[src/rtl/fc_instr_wide_fetch.sv]
`timescale 1ns/1ps
// ----------------------------------------------------------------------------
// fc_instr_wide_fetch
//
// Purpose:
//   Bridges the FC core instruction port (CFI_INSTR_WIDTH-wide read data) to
//   the 32-bit L2 instruction TCDM port. This block accepts one wide fetch at
//   a time. It issues NB_BEATS = CFI_INSTR_WIDTH/32 sequential 32-bit L2 reads
//   and assembles the words. It then returns the assembled data as a single
//   wide response. CFI_INSTR_WIDTH = 32 behaves as a registered single-beat
//   pass-through.
//
// Parameters:
//   CFI_INSTR_WIDTH - core-side read data width, multiple of 32, >= 32
//   ADDR_WIDTH      - address width on both sides
//
// Ports:
//   clk_i           - clock
//   rst_ni          - asynchronous active-low reset
//   instr_req_i     - core fetch request
//   instr_addr_i    - core fetch byte address (4-byte aligned)
//   instr_gnt_o     - request accepted (combinational, only in IDLE)
//   instr_rvalid_o  - one-cycle response strobe
//   instr_rdata_o   - assembled instruction data (registered, held)
//   instr_err_o     - error flag, valid with instr_rvalid_o (registered, held)
//   l2_req_o        - L2 request
//   l2_add_o        - L2 word address (base + 4*beat)
//   l2_wen_o        - constant 1 (read)
//   l2_be_o         - constant 4'b1111
//   l2_wdata_o      - constant 0
//   l2_gnt_i        - L2 grant
//   l2_r_valid_i    - L2 read response valid
//   l2_r_rdata_i    - L2 read data
//   l2_r_opc_i      - L2 error
//
// Optional feature macro:
//   FC_IFETCH_ERR_ABORT_EN - when defined, an erroring L2 beat ends the fetch
//   at once. The remaining words read as 0 and instr_err_o is set. When it is
//   undefined, all beats are always fetched and the errors are OR-accumulated.
// ----------------------------------------------------------------------------
module fc_instr_wide_fetch #(
    parameter int CFI_INSTR_WIDTH = 64,
    parameter int ADDR_WIDTH      = 32
) (
    input  logic                       clk_i,
    input  logic                       rst_ni,

    input  logic                       instr_req_i,
    input  logic [ADDR_WIDTH-1:0]      instr_addr_i,
    output logic                       instr_gnt_o,
    output logic                       instr_rvalid_o,
    output logic [CFI_INSTR_WIDTH-1:0] instr_rdata_o,
    output logic                       instr_err_o,

    output logic                       l2_req_o,
    output logic [ADDR_WIDTH-1:0]      l2_add_o,
    output logic                       l2_wen_o,
    output logic [3:0]                 l2_be_o,
    output logic [31:0]                l2_wdata_o,
    input  logic                       l2_gnt_i,
    input  logic                       l2_r_valid_i,
    input  logic [31:0]                l2_r_rdata_i,
    input  logic                       l2_r_opc_i
);

    localparam int NB_BEATS = CFI_INSTR_WIDTH / 32;
    // Keep the beat counter at least one bit wide so the single-beat build still
    // has a legal vector.
    localparam int BEAT_W   = (NB_BEATS > 1) ? $clog2(NB_BEATS) : 1;

`ifdef FC_IFETCH_ERR_ABORT_EN
    localparam bit ERR_ABORT_EN = 1'b1;
`else
    localparam bit ERR_ABORT_EN = 1'b0;
`endif

    // Reject illegal widths at elaboration time.
    generate
        if (((CFI_INSTR_WIDTH % 32) != 0) || (CFI_INSTR_WIDTH < 32)) begin : g_bad_width
            $error("fc_instr_wide_fetch: CFI_INSTR_WIDTH must be a multiple of 32 and >= 32");
        end
    endgenerate

    typedef enum logic [1:0] {
        ST_IDLE = 2'd0,
        ST_REQ  = 2'd1,
        ST_WAIT = 2'd2,
        ST_RESP = 2'd3
    } state_e;

    state_e                     state_q, state_d;
    logic [ADDR_WIDTH-1:0]      base_q, base_d;
    logic [BEAT_W-1:0]          beat_q, beat_d;
    logic [CFI_INSTR_WIDTH-1:0] asm_q, asm_d;
    logic                       err_q, err_d;
    logic [CFI_INSTR_WIDTH-1:0] rdata_q, rdata_d;
    logic                       rerr_q, rerr_d;

    logic                       accept;
    logic                       beat_last;
    logic                       beat_done;
    logic                       finish;

    // Handshake qualifiers shared by the next-state and datapath logic.
    // "finish" marks the WAIT-to-RESP transition. The response registers load
    // on that edge so that they present the data during the RESP cycle.
    always_comb begin
        accept    = (state_q == ST_IDLE) && instr_req_i;
        beat_last = (beat_q == BEAT_W'(NB_BEATS - 1));
        beat_done = (state_q == ST_WAIT) && l2_r_valid_i;
        finish    = beat_done && (beat_last || (ERR_ABORT_EN && l2_r_opc_i));
    end

    // State register and all datapath flops. The reset is asynchronous, and
    // asserting it mid-transfer drops the in-flight beat.
    always_ff @(posedge clk_i or negedge rst_ni) begin
        if (!rst_ni) begin
            state_q <= ST_IDLE;
            base_q  <= '0;
            beat_q  <= '0;
            asm_q   <= '0;
            err_q   <= 1'b0;
            rdata_q <= '0;
            rerr_q  <= 1'b0;
        end else begin
            state_q <= state_d;
            base_q  <= base_d;
            beat_q  <= beat_d;
            asm_q   <= asm_d;
            err_q   <= err_d;
            rdata_q <= rdata_d;
            rerr_q  <= rerr_d;
        end
    end

    // Next-state logic.
    always_comb begin
        state_d = state_q;
        case (state_q)
            ST_IDLE: if (instr_req_i) state_d = ST_REQ;
            ST_REQ:  if (l2_gnt_i)    state_d = ST_WAIT;
            ST_WAIT: begin
                if (l2_r_valid_i) begin
                    state_d = finish ? ST_RESP : ST_REQ;
                end
            end
            ST_RESP: state_d = ST_IDLE;
            default: state_d = ST_IDLE;
        endcase
    end

    // Datapath next values. The assembly register is cleared on acceptance,
    // so with error abort any words that were never fetched read as zero. The
    // response registers are kept separate from the assembly register. This
    // lets the core-visible data hold until the next response, even while a
    // new fetch is being assembled.
    always_comb begin
        base_d  = base_q;
        beat_d  = beat_q;
        asm_d   = asm_q;
        err_d   = err_q;
        rdata_d = rdata_q;
        rerr_d  = rerr_q;

        if (accept) begin
            base_d = instr_addr_i;
            beat_d = '0;
            asm_d  = '0;
            err_d  = 1'b0;
        end

        if (beat_done) begin
            for (int i = 0; i < NB_BEATS; i++) begin
                if (beat_q == BEAT_W'(i)) begin
                    asm_d[32*i +: 32] = l2_r_rdata_i;
                end
            end
            err_d = err_q | l2_r_opc_i;
            if (finish) begin
                rdata_d = asm_d;
                rerr_d  = err_d;
            end else begin
                beat_d = beat_q + BEAT_W'(1);
            end
        end
    end

    // Output logic. The grant is combinational and is only given in IDLE. The
    // L2 address is derived from state, so it stays stable until the grant. It
    // wraps modulo 2^ADDR_WIDTH.
    always_comb begin
        instr_gnt_o    = accept;
        instr_rvalid_o = (state_q == ST_RESP);
        instr_rdata_o  = rdata_q;
        instr_err_o    = rerr_q;
        l2_req_o       = (state_q == ST_REQ);
        l2_add_o       = (state_q == ST_REQ) ? (base_q + (ADDR_WIDTH'(beat_q) << 2)) : '0;
        l2_wen_o       = 1'b1;
        l2_be_o        = 4'hF;
        l2_wdata_o     = 32'h0;
    end

endmodule

[config.mk]
export PLATFORM = sky130hd
export DESIGN_NAME = fc_instr_wide_fetch
export DESIGN_NICKNAME = d
export VERILOG_FILES = /design/src/rtl/fc_instr_wide_fetch.sv
export SDC_FILE = /design/constraint.sdc
export NUM_CORES = 1
export LEC_CHECK = 0
export BUFFER_PORTS_ARGS = -buffer_cell sky130_fd_sc_hd__buf_2
export CAP_MARGIN = 20
export CORE_MARGIN = 5
export CORE_UTILIZATION = 45
export DETAILED_ROUTE_END_ITERATION = 7
export GPL_TIMING_DRIVEN = 0
export PLACE_DENSITY_LB_ADDON = 0.15
export SLEW_MARGIN = 40
export SYNTH_ARGS = -nofsm -noshare
export SYNTH_HDL_FRONTEND = slang
export SYNTH_SLANG_ARGS = --single-unit
export TNS_END_PERCENT = 50
[constraint.sdc]
create_clock -name clk_i -period 5.05 [get_ports clk_i]
set_input_delay 0.2525 -clock clk_i [delete_from_list [all_inputs] [get_ports clk_i]]
set_output_delay 0.2525 -clock clk_i [all_outputs]
set_load 0.01 [all_outputs]
==> results.json <==
{
  "hold_viol": 0,
  "grt_util_all_layers": 0.205,
  "clkLatencyLatePin_ns": 0.41,
  "fillers": 1298,
  "area_growth_pct": 30.5,
  "overflow": 0,
  "pin_count": 207,
  "fmax_mhz": 377,
  "r2r-end": "asm_q[12]",
  "dieArea_um2": 16300,
  "die_h_um": 128,
  "clk_path_buf_depth": 2,
  "die_width_um": 128,
  "ys_seq_area_frac": 0.535,
  "gp_congestion": 0.774,
  "slew_headroom": 0.633,
  "yosysMostFrequentCell": "nand2_1",
  "ys.flop_type": "dfrtp_1",
  "path_clk_slew_ns": 0.06,
  "cp-startpoint": "beat_last",
  "powerDensity_nw_per_um2": 579,
  "crit_end": "l2_add_o[30]",
  "pre_cts_ws_ns": 2.87,
  "initial_core_util": 0.453,
  "fin_setup_tns_ns": 0,
  "hold_class": "in2reg",
  "antenna_found_initial": 1,
  "via_per_inst": 4.72,
  "synth_top_area_frac": 0.535,
  "crit_arrival_ns": 2.40,
  "synth_fa_ha_area_frac": 0.00402,
  "drt-initial-drc-count": 285,
  "portBuffers": 169,
  "synth_common_cells": "nand2_1 (297), dfrtp_1 (133), o21ai_0 (76), buf_4 (37), clkbuf_1 (28)",
  "firstDrtPassIters": 4,
  "synth-async-reset-ratio": 1.00,
  "synthTopCellsByArea": "dfrtp_1 (54%), nand2_1 (18%), o21ai_0 (6.1%)",
  "place_hpwl_um": 12000,
  "synth-compound-area-share": 0.0881,
  "cts-buffers-inserted": 17,
  "antenna_left": 0,
  "grt_pass1_vias": 5258,
  "status": "completed",
  "rsz0062_at_grt": "no",
  "synth_mux_area_frac": 0.00483,
  "routed_wl_um": 16400,
  "fin_worst_skew_ns": 0.00911,
  "nets": 1020,
  "synth_warnings": 0,
  "core_um2": 13700,
  "post-route-worst-setup-slack_ns": 2.40,
  "critical_path.max_fanout": 10,
  "syn_area_um2": 6220,
  "cts-htree-levels": 4,
  "wl_per_cell_um": 14.4,
  "cts_root_buf": "clkbuf_16",
  "rows": 43,
  "synth_edf_count": 0,
  "drc_errors": 0,
  "antenna_cells": 0,
  "yosysTopAreaCell": "dfrtp_1",
  "setup_viol": 0,
  "syn_inst": 723,
  "avgSynthCellArea_um2": 8.60,
  "r2r-start": "state_q[0]",
  "tightest_slew_ns": 0.551,
  "leakagePower_nw": 4.31,
  "grt_max_degree": 68,
  "rr_worst_depth": 6,
  "drive_above_1_share": 0.276,
  "cp-end-kind": "output port",
  "post_cts_resized": 0,
  "crit_required_ns": 4.80,
  "slew_violations": 0,
  "vias": 5384,
  "yosys_register_bits": 133,
  "synth_top_family_by_area": "simple AND/OR/NAND/NOR gates",
  "worst-r2r-setup-slack_ns": 3.09,
  "tritoncts": "yes",
  "finalCritPeriodShare": 0.525,
  "synth_cell_type_count": 45,
  "grt_pass1_wl_um": 26500,
  "synth_xor_area_frac": 0.0183,
  "cp-start-kind": "register",
  "synth-simple-area-share": 0.259,
  "period_needed_ns": 2.65,
  "peakVddDrop_mv": 0.352,
  "clkSinkCount": 133,
  "drv_cap": 0,
  "path_class": "reg2out"
}
==> cell usage in the layout, fill, tap and decap left out, drive strengths merged, types with 2 or more instances in the layout <==
cell type / n
nand2b: 4
mux2i: 3
clkbuf: 49
clkinvlp: 2
o21ai: 76
nor4: 7
dfrtp: 133
and3: 2
conb: 37
o31ai: 6
inv: 13
or3: 3
buf: 222
clkinv: 3
nand4: 10
nor3: 2
xnor2: 6
xor2: 7
nor2: 20
nand3: 10
ha: 2
bufinv: 4
a21oi: 13
or4: 6
nand2: 298
and4: 5
and2: 7
==> worst min-delay path by stage <==
stage | start | to | slack, ns | cells after the start
floorplan | rst_ni | asm_q[0] | -0.04 | 0
global placement | instr_addr_i[1] | base_q[1] | 0.44 | 3
detailed placement | rst_ni | base_q[13] | 0.25 | 1
CTS | instr_addr_i[5] | base_q[5] | 0.01 | 3
global route | instr_addr_i[15] | base_q[15] | 0.02 | 3
finish | instr_addr_i[5] | base_q[5] | 0.03 | 3
==> metal layers <==
metal	vias to the layer above	global-route usage	wire [µm]	share of wire
met5	-	0	13	0.00079
met4	2	0.0650	230	0.014
met3	22	0.0665	1390	0.085
met2	167	0.330	7820	0.48
met1	2465	0.264	6960	0.42
li1	2728	-	-	-
==> power by group <==
part	switching, mW	internal, mW
Sequential	0.291	1.52
Combinational	0.938	0.609
Clock	0.477	0.860
==> worst max-delay path, stage by stage (launching register included) <==
cell	delay (ns)
dfrtp_1	0.47
ha_1	0.24
and2_1	0.15
buf_6	0.14
nand2_2	0.13
or4_1	0.49
a21oi_1	0.21
buf_2	0.17
==> timing repair <==
item | 4_1_cts | 5_1_grt
buffers inserted | 0 | 0
hold buffers | 1 | 0
hold endpoints to repair | 66 | 0
==> logic make-up (layout without fill, tap and decap cells) <==
kind of cell	Yosys count	after routing
and+or+nand+nor	377	377
DFF	133	133
AOI/OAI and AO/OA	102	102
buffers and inverters	91	294
xor gates and xnor gates	13	13
muxes	3	3
adders and majority gates	2	2
other	2	37
==> layout make-up <==
class	instances	area, µm²	area share
Timing Repair Buffer	171	893	0.110
Inverter	9	33.8	0.00416
Sequential cell	133	3330	0.410
Tap cell	180	225	0.0278
Multi-Input combinational cell	534	2470	0.304
Buffer	82	519	0.0640
Clock buffer	19	453	0.0558
Clock inverter	13	193	0.0237
==> stage by stage <==
| stage | hold WS (ns) | power (mW) | cell area, µm² | cells | util |
|---|---|---|---|---|---|
| 3_5_place_dp | 0.252 | 3.39 | 7460 | 1108 | 0.544 |
| 2_1_floorplan | -0.0431 | 2.73 | 6350 | 758 | - |
| 6_report | 0.0275 | 4.70 | 8110 | 1141 | 0.591 |
| 5_1_grt | 0.0242 | 5.05 | 8110 | 1141 | 0.591 |
| 4_1_cts | 0.0133 | 4.74 | 8110 | 1141 | 0.591 |
| 3_3_place_gp | 0.444 | 3.35 | 7420 | 1107 | 0.541 |
==> state kept, by name, indices dropped and copies added (netlist names) <==
| name | cells |
|---|---|
| base_q | 32 |
| err_q | 1 |
| beat_last | 1 |
| instr_err_o | 1 |
| instr_rdata_o | 64 |
| asm_q | 32 |
| state_q | 2 |
Note: power is estimated with default switching activity, not from simulation.
